$ cat src/rtl/eth_scrambler_pipe.sv
// 64b/66b self-synchronous scrambler/descrambler (x^58 + x^39 + 1) with a one-beat
// output register, a one-beat skid register and a sync-header sideband.
module eth_scrambler_pipe #(
   parameter int unsigned DATA_WIDTH = 32,
   parameter int unsigned MODE       = 0,
   parameter logic [57:0] RESET_SEED = 58'h3FF_FFFF_FFFF_FFFF
) (
   input  logic                  i_clk,
   input  logic                  i_rst_n,
   input  logic                  i_bypass,
   input  logic                  i_seed_load,
   input  logic [57:0]           i_seed,
   input  logic                  i_valid,
   output logic                  o_ready,
   input  logic [DATA_WIDTH-1:0] i_data,
   input  logic [1:0]            i_header,
   input  logic                  i_hdr_valid,
   output logic                  o_valid,
   input  logic                  i_ready,
   output logic [DATA_WIDTH-1:0] o_data,
   output logic [1:0]            o_header,
   output logic                  o_hdr_valid,
   output logic [57:0]           o_state
);

   // Beat layout: {hdr_valid, header[1:0], data}
   localparam int unsigned BeatW = DATA_WIDTH + 3;

   logic [57:0]           lfsr_q, lfsr_d, lfsr_adv;
   logic [DATA_WIDTH-1:0] scr_data;
   logic [BeatW-1:0]      in_beat;
   logic [BeatW-1:0]      out_beat_q, out_beat_d;
   logic [BeatW-1:0]      skid_beat_q, skid_beat_d;
   logic                  out_valid_q, out_valid_d;
   logic                  skid_valid_q, skid_valid_d;
   logic                  ready_q, ready_d;
   logic                  accept, take;

   // MSB goes first on the wire, so it is processed first.
   always_comb begin
      lfsr_adv = lfsr_q;
      scr_data = '0;
      for (int k = DATA_WIDTH - 1; k >= 0; k--) begin
         scr_data[k] = i_data[k] ^ lfsr_adv[38] ^ lfsr_adv[57];
         lfsr_adv    = {lfsr_adv[56:0], (MODE == 0) ? scr_data[k] : i_data[k]};
      end
   end

   assign in_beat = {i_hdr_valid, i_header, i_bypass ? i_data : scr_data};
   assign accept  = i_valid && ready_q;
   assign take    = out_valid_q && i_ready;

   always_comb begin
      out_valid_d  = out_valid_q;
      out_beat_d   = out_beat_q;
      skid_valid_d = skid_valid_q;
      skid_beat_d  = skid_beat_q;
      if (!out_valid_q || take) begin
         if (skid_valid_q) begin
            out_valid_d  = 1'b1;
            out_beat_d   = skid_beat_q;
            skid_valid_d = accept;
            if (accept) begin
               skid_beat_d = in_beat;
            end
         end else begin
            out_valid_d = accept;
            if (accept) begin
               out_beat_d = in_beat;
            end
         end
      end else if (accept) begin
         skid_valid_d = 1'b1;
         skid_beat_d  = in_beat;
      end
      ready_d = !skid_valid_d;
   end

   // A seed load overrides the advance of a beat accepted in the same cycle.
   always_comb begin
      lfsr_d = lfsr_q;
      if (accept && !i_bypass) begin
         lfsr_d = lfsr_adv;
      end
      if (i_seed_load) begin
         lfsr_d = i_seed;
      end
   end

   always_ff @(posedge i_clk or negedge i_rst_n) begin
      if (!i_rst_n) begin
         lfsr_q       <= RESET_SEED;
         out_valid_q  <= 1'b0;
         out_beat_q   <= '0;
         skid_valid_q <= 1'b0;
         skid_beat_q  <= '0;
         ready_q      <= 1'b1;
      end else begin
         lfsr_q       <= lfsr_d;
         out_valid_q  <= out_valid_d;
         out_beat_q   <= out_beat_d;
         skid_valid_q <= skid_valid_d;
         skid_beat_q  <= skid_beat_d;
         ready_q      <= ready_d;
      end
   end

   assign o_ready     = ready_q;
   assign o_valid     = out_valid_q;
   assign o_data      = out_beat_q[DATA_WIDTH-1:0];
   assign o_header    = out_beat_q[DATA_WIDTH+1:DATA_WIDTH];
   assign o_hdr_valid = out_beat_q[DATA_WIDTH+2];
   assign o_state     = lfsr_q;

endmodule

$ cat config.mk
export PLATFORM = sky130hd
export DESIGN_NAME = eth_scrambler_pipe
export DESIGN_NICKNAME = d
export VERILOG_FILES = /design/src/rtl/eth_scrambler_pipe.sv
export SDC_FILE = /design/constraint.sdc
export NUM_CORES = 1
export LEC_CHECK = 0
export CORE_ASPECT_RATIO = 1.2
export CORE_UTILIZATION = 48
export CTS_BUF_LIST = sky130_fd_sc_hd__clkbuf_16
export DETAILED_ROUTE_END_ITERATION = 16
export PLACE_DENSITY_LB_ADDON = 0.3
export REMOVE_ABC_BUFFERS = 1
export SYNTH_ARGS = -nofsm -noshare
export SYNTH_HDL_FRONTEND = slang
export SYNTH_SLANG_ARGS = --single-unit
export TNS_END_PERCENT = 30
$ cat constraint.sdc
create_clock -name i_clk -period 1.9 [get_ports i_clk]
set_input_delay 0.285 -clock i_clk [delete_from_list [all_inputs] [get_ports i_clk]]
set_output_delay 0.285 -clock i_clk [all_outputs]
set_load 0.05 [all_outputs]
# Word-level counts from Yosys, hierarchy flattened
# Cells that the tools add are included.
dict set report totals {
  wordCells 93
  n_memories 0
  mem_bits_rw 0
  out_inout_bits 95
  inputBits 99
  latch_bits 0
  regBits 131
  romBits 0
}
dict set report op_classes {
  mux 12
  n_mul 0
  div_mod_pow 0
  add_sub_neg 0
  n_eq_ne 1
  shifts 0
  reduce_logical 10
  magnitude_cmp 0
  bitwise 64
}
# op n
set op_table {}
lappend op_table {{35-bit two-way mux} 5}
lappend op_table {{58-bit two-way mux} 2}
lappend op_table {{1-bit XOR} 64}
lappend op_table {{32-bit two-way mux} 1}
lappend op_table {{1-bit two-way mux} 4}
lappend op_table {{2-bit nonzero test} 2}
lappend op_table {{1-bit logical AND} 3}
lappend op_table {{1-bit zero test} 3}
lappend op_table {{2-bit inequality test, second input constant} 1}
lappend op_table {{2-bit AND reduction} 1}
lappend op_table {{1-bit logical OR} 1}

# Depth between registers and ports, before layout
# Gate-level depths: netlist of run 1.
dict set report logic_depth {
  word_depth 6
  mapped_depth 6
  ltp_nobuf 4
}

# Least setup slack after synthesis of run 1
# OpenSTA, ideal clock, no wires.
dict set report synth_timing {
  kind {register to register}
  start {reg out_valid_q, in the netlist o_valid}
  end {reg skid_beat_q[32]}
  arrival_ns 1.587
  setup_time_ns 0.125
  setup_slack_ns 0.189
  n_path_buf 1
  path_stages_with_launch 5
  t_required_ns 1.775
  period_less_slack_ns 1.711
  path_cell_list {dfrtp_1 -> nor2b_4 -> o211ai_1 -> buf_2 -> mux2_2}
}
dict set report synth_between {
  elab_chain_cells 3
  word_cells_on_any_way 5
  classes_between {eq/ne: 1; mux: 1; reduce/logical: 3}
}
# element line_no
set synth_lines {}
lappend synth_lines {{from (decl)} 34} ;# logic out_valid_q, out_valid_d;
lappend synth_lines {{from (signal assigned)} 100} ;# out_valid_q <= out_valid_d;
lappend synth_lines {{1-bit zero test or 1-bit logical AND (tied branches)} {58, 51}}
lappend synth_lines {{1-bit logical OR (*)} 58} ;# if (!out_valid_q || take) begin
lappend synth_lines {{2-bit inequality test (no line) or 35-bit two-way mux (tied branches)} -}
lappend synth_lines {{to (signal assigned)} 103} ;# skid_beat_q <= skid_beat_d;
lappend synth_lines {{to (decl)} 33} ;# logic [BeatW-1:0] skid_beat_q, skid_beat_d;
# Mark *: on every way between the ends. The rest lies on a longest branch, timed or not.
# A chain may end at the register's enable or synchronous reset.

# Final worst setup path of run 1
dict set report layout_timing {
  start {reg out_valid_q, in the netlist o_valid}
  end {out o_valid}
}
# element line_no
set layout_lines {}
lappend layout_lines {{to (decl)} 18} ;# output logic o_valid,
# No word-level cell between the ends.

==> results of run 1 <==
## what timing repair did
action | in CTS | in global routing
hold buffers | 1 | 0
endpoints found under the hold margin | 6 | 0
gates cloned | 0 | 0
resized for setup | 12 | 12
pin swaps | 0 | 0
setup endpoints to repair | 12 | 12
## area by class of cell
type | instances | area share
Inverter | 1 | 0.000400
Clock inverter | 15 | 0.0160
Clock buffer | 17 | 0.0453
Sequential cell | 131 | 0.357
Timing Repair Buffer | 213 | 0.219
Multi-Input combinational cell | 484 | 0.340
Tap cell | 171 | 0.0228
## how the worst min path moves through the flow
stage                                 endpoint  slack [ns]
finish                 o_state[48]$_DFFE_PN1P_        0.37
global route           o_state[48]$_DFFE_PN1P_        0.40
CTS                    o_state[48]$_DFFE_PN1P_        0.36
detailed placement  out_beat_q[34]$_DFFE_PN0P_        0.27
global placement    out_beat_q[34]$_DFFE_PN0P_        0.27
floorplan                  o_valid$_DFFE_PN0N_       -0.01
## cells in the mapped netlist
| master | instances |
|---|---|
| nor2_1 | 33 |
| buf_2 | 6 |
| o211ai_2 | 30 |
| nand2_1 | 126 |
| o21ai_1 | 11 |
| xnor2_1 | 96 |
| clkbuf_2 | 1 |
| o211ai_1 | 3 |
| and2_1 | 1 |
| inv_1 | 1 |
| mux2_2 | 3 |
| or3_1 | 1 |
| buf_6 | 9 |
| mux2i_1 | 61 |
| nor2b_4 | 1 |
| nand3_1 | 32 |
| or2_2 | 1 |
| nand3b_4 | 1 |
| clkbuf_1 | 25 |
| a21oi_2 | 1 |
| a211o_2 | 1 |
| dfrtp_1 | 72 |
| dfstp_2 | 59 |
| buf_4 | 4 |
| o21ai_0 | 82 |
## metal layers
| metal | wire (microns) | up-vias |
|---|---|---|
| met5 | 0 | - |
| met1 | 6950 | 2638 |
| met2 | 9170 | 133 |
| met4 | 244 | 0 |
| met3 | 677 | 20 |
| li1 | - | 2606 |
## kinds of logic (layout without fill, tap and decap cells)
kind of cell | after synthesis | in the layout | share of synthesized area
AND/OR/NAND/NOR | 196 | 196 | 0.119
flip-flops | 131 | 131 | 0.493
AO/OA/AOI/OAI | 128 | 128 | 0.130
XOR/XNOR | 96 | 96 | 0.124
multiplexers | 64 | 64 | 0.0949
buffers and inverters | 46 | 246 | 0.0389
## state kept, by name, summed over array words and instances, names as in the netlist
register and count:
o_ready 1, skid_beat_q 35, out_beat_q 35, o_state 58, o_valid 1, skid_valid_q 1
## power by group through the flow
| stage | clock [mW] | combinational [mW] | sequential [mW] |
|---|---|---|---|
| after floorplan | 0 | 2.51 | 6.48 |
| after global placement | 0 | 6.71 | 4.53 |
| after detailed placement | 0 | 6.89 | 4.59 |
| after CTS | 3.26 | 6.85 | 4.56 |
| after global routing | 3.36 | 7.20 | 4.67 |
| final | 3.21 | 6.77 | 4.55 |
## stage by stage
stage / hold slack [ns] / worst slack [ns]
2_1_floorplan: -0.0106 / -1.70
3_3_place_gp: 0.270 / 0.0743
3_5_place_dp: 0.274 / 0.0516
4_1_cts: 0.362 / 0.000262
5_1_grt: 0.397 / 0.00131
6_report: 0.370 / 0.0311
==> reports/results.ini, run 1 <==
[worst_setup_path]
arrival_ns=1.58
timing.rr.start=skid_valid_q$_DFF_PN0_
cp.required_ns=1.62
cpMaxStageDelayCell=clkdlybuf4s50_1
start_kind=register
path_cells=clkdlybuf4s50_1
ff2ff_path_depth=4
cp_max_fo=2
end_kind=output port
path_class=register to output port
rrSetupSlack_ns=0.18
r2r-end=out_beat_q[23]$_DFFE_PN0P_
crit_end=o_valid
critical_path.startpoint=o_valid$_DFFE_PN0N_
path_buf_inv=1
critical_path.top_delay_family=buffers and inverters
crit_cells=1
worst_path_largest_cell_delay_ns=0.81

[cells_and_area]
final_core_utilization=0.679
ff_latch_area_sq_um=3350
fill_cells=1058
postLayoutCellArea_sq_um=9380
antenna_cells=0
stdcell_count=1032
drive_gt1_frac=0.244
final_common_cell=nand2_1
mostFrequentLayoutCells=nand2_1, clkdlybuf4s50_1, xnor2_1
area_delta_synth_final_pct=38.1
multi_input_area_sq_um=3190
final_nets=947

[die]
core_sq_um=13800
die_w_microns=111
rows=47
start_util=0.492
ios=194
design.die.area_sq_um=14600
die_y_microns=132

[clock_network]
cts_buffer_depth=2
cts_post_setup_buffers_inserted=0
cts_buffers=17
clock_latency_ns=0.41
htreeDepth=4
cts.root.buffer_cell=clkbuf_16
clkSlewWorstSetupHoldPaths_ns=0.06
cts_tree=yes
cts.sink_count=131

[yosys]
synthesis.area_sq_um=6790
yosys.area.top_type=dfrtp_1
synth_seq_cells=131
synth_top_area_share=0.265
yosys-top-cells-area=dfrtp_1, dfstp_2, xnor2_1, mux2i_1, nand2_1
yosys_warnings=0
syn_avg_cell_area_sq_um=10.3
post_synth_inst_count=661
synth_cell_types=25
ys_seq_area_frac=0.493

[power]
switching_share=0.423
ir_drop_uv=875
p_switching_mw=6.15
p_total_mw=14.5
p_per_area_nw_per_um2=1550
clockPowerShare=0.221
power.combinational.fraction=0.466
leakage_nw=4.34
seqPwrFrac=0.313
internal_power_mw=8.38

[placement]
globalplace.congestion=0.774
place_inst=999
port_buffers=193
postPlaceCellArea_sq_um=8780
dp_hpwl_microns=12000

[detailed_routing]
post_drt_wl_per_cell_microns=16.5
ant_nets=0
drc=0
drtIter0Drc=225
vias_per_cell=5.23
firstDrtPassIters=5
dr_total_vias=5397
drt-total-wl_microns=17000

[global_route]
track_usage=0.243
grt_pass1_wl_microns=28400
grt_most_used_layer=met2
grt_use_met1=0.285
grt.overflow.total=0
globalRouteMet2Util=0.440
met3_usage=0.0510
grt_pass1_vias=5623
grt_max_degree=117
antenna_found_initial=0

[timing]
tightest_slew_ns=0.551
period_share=0.984
fin_crit_ns=1.87
max_slew_margin=0.632
report.final.slew_viol_count=0
max_freq_ghz=0.535
fin_tns_setup_ns=0
setup_viol=0
rsz0062_at_grt=no
fin_skew_ns=0.00563
hold_viol_final=0

[job]
drv_cap=0

[hold_path]
hp-class=input port to register
hold_depth=4
min_from=i_seed_load

[run_status]
status=finished, final reports clean

Power figures use the tool's default switching activity.
==> run 2: changes to the inputs <==
Settings changed: RECOVER_POWER set to 100.
==> reports/results.ini, run 2 (synthesis results as in run 1) <==
[run_status]
status=finished, final reports clean  ; unchanged

[timing]
hold_viol_final=0  ; unchanged
report.final.slew_viol_count=0  ; unchanged
rsz0062_at_grt=no  ; unchanged
whs_ns=0.370  ; about the same
max_slew_margin=0.404  ; was 0.632
fin_skew_ns=0.00596  ; was 0.00563 ns
setup_viol=0  ; unchanged
fin_tns_setup_ns=0  ; unchanged
period_share=0.983  ; was 0.984
fin_crit_ns=1.87  ; about the same
tightest_slew_ns=0.894  ; was 0.551 ns
max_freq_ghz=0.535  ; about the same

[worst_setup_path]
path_class=register to output port  ; unchanged
end_kind=output port  ; unchanged
critical_path.top_delay_family=buffers and inverters  ; unchanged
start_kind=register  ; unchanged
path_buf_inv=1  ; unchanged
cp.required_ns=1.62  ; about the same
worst_path_largest_cell_delay_ns=0.81  ; about the same
cpMaxStageDelayCell=clkdlybuf4s50_1  ; unchanged
path_cells=clkdlybuf4s50_1  ; unchanged
cp_max_fo=2  ; unchanged
arrival_ns=1.58  ; about the same

[cells_and_area]
drive_gt1_frac=0.168  ; was 0.244
mostFrequentLayoutCells=nand2_1, clkdlybuf4s50_1, xnor2_1  ; unchanged
ff_latch_area_sq_um=3350  ; unchanged
antenna_cells=0  ; unchanged
multi_input_area_sq_um=3030  ; was 3190 sq um
area_delta_synth_final_pct=30.3  ; was 38.1%
fill_cells=1170  ; was 1058
final_common_cell=nand2_1  ; unchanged
final_nets=947  ; unchanged
final_core_utilization=0.640  ; was 0.679
largest_reg_flops=58  ; unchanged

[power]
p_per_area_nw_per_um2=1560  ; was 1550 nW/um^2
leakage_nw=3.86  ; was 4.34 nW
ir_drop_uv=883  ; was 875 uV
p_total_mw=13.8  ; was 14.5 mW

[global_route]
grt.overflow.total=0  ; unchanged
grt_max_degree=117  ; unchanged
grt_pass1_wl_microns=28400  ; unchanged
track_usage=0.243  ; unchanged
antenna_found_initial=0  ; unchanged
grt_pass1_vias=5623  ; unchanged

[clock_network]
cts_buffer_depth=2  ; unchanged
cts.sink_count=131  ; unchanged
clock_latency_ns=0.41  ; about the same
clkSlewWorstSetupHoldPaths_ns=0.06  ; about the same
cts_post_setup_buffers_inserted=0  ; unchanged
cts.root.buffer_cell=clkbuf_16  ; unchanged
htreeDepth=4  ; unchanged
cts_buffers=17  ; unchanged
cts_tree=yes  ; unchanged

[die]
design.die.area_sq_um=14600  ; unchanged
rows=47  ; unchanged
core_sq_um=13800  ; unchanged
start_util=0.492  ; unchanged
die_y_microns=132  ; unchanged
die_w_microns=111  ; unchanged
ios=194  ; unchanged

[placement]
port_buffers=193  ; unchanged
dp_hpwl_microns=12000  ; unchanged
globalplace.congestion=0.774  ; unchanged

[detailed_routing]
dr_total_vias=5382  ; was 5397
post_drt_wl_per_cell_microns=16.5  ; about the same
drtIter0Drc=246  ; was 225
drt-total-wl_microns=17000  ; about the same
ant_nets=0  ; unchanged
drc=0  ; unchanged
firstDrtPassIters=4  ; was 5
vias_per_cell=5.22  ; was 5.23

[job]
drv_cap=0  ; unchanged

[hold_path]
hp-class=input port to register  ; unchanged

==> run 2: changes by cell type in the layout (fill, tap and decap cells not counted), sizes merged <==
cell | before | now
buf | 83 | 12
clkbuf | 17 | 100
dlymetal6s2s | 12 | 0
==> run 2: through the flow <==
step / std cells / cell area, sq um / setup slack [ns]
floorplan: 616 / 6530 / -1.70
global placement: 999 / 8780 / 0.0743
detailed placement: 999 / 8780 / 0.0516
CTS: 1032 / 9350 / 0.000262
global route: 1032 / 8850 / 0.00131
finish: 1032 / 8850 / 0.0326
==> run 2: per-layer routing <==
| layer | up-vias | wire, microns | GRT usage |
|---|---|---|---|
| li1 | 2604 | - | - |
| met1 | 2621 | 6930 | 0.285 |
| met2 | 135 | 9140 | 0.440 |
| met3 | 22 | 676 | 0.0510 |
| met4 | 0 | 278 | 0.0815 |
| met5 | - | 0 | 0 |
==> run 2: cell type report <==
| cell class | instances | area share |
|---|---|---|
| Timing Repair Buffer | 213 | 0.190 |
| Clock inverter | 15 | 0.0170 |
| Inverter | 1 | 0.000424 |
| Sequential cell | 131 | 0.379 |
| Tap cell | 171 | 0.0242 |
| Multi-Input combinational cell | 484 | 0.342 |
| Clock buffer | 17 | 0.0481 |
==> run 2: worst paths after layout <==
kind / endpoint / slack, ns / startpoint / depth (start not counted)
setup / recovery: o_valid / 0.03 / o_valid$_DFFE_PN0N_ / 1
hold / removal: o_state[48]$_DFFE_PN1P_ / 0.37 / i_seed_load / 4
setup reg to reg: out_beat_q[23]$_DFFE_PN0P_ / 0.10 / o_ready$_DFF_PN1_ / 4
hold reg to reg: skid_beat_q[0]$_DFFE_PN0P_ / 0.48 / skid_beat_q[0]$_DFFE_PN0P_ / 2
max in group asynchronous: o_ready$_DFF_PN1_ / 0.28 / i_rst_n / 3
min in group asynchronous: out_beat_q[34]$_DFFE_PN0P_ / 0.53 / i_rst_n / 2
==> run 2: repair_timing <==
item | in CTS | in global routing
hold buffers | 1 | 0
hold endpoints to repair | 6 | 0
endpoints found under the setup margin | 12 | 12
gates resized for setup | 12 | 12
cloned | 0 | 0
==> run 2: report_power, final <==
group          internal (mW)  switching, mW  total (mW)  leakage (nW)
clock                   2.02           1.18        3.21         0.293
sequential              3.88          0.664        4.54          1.51
combinational           1.95           4.14        6.09          2.05
total                   7.85           5.98        13.8          3.86
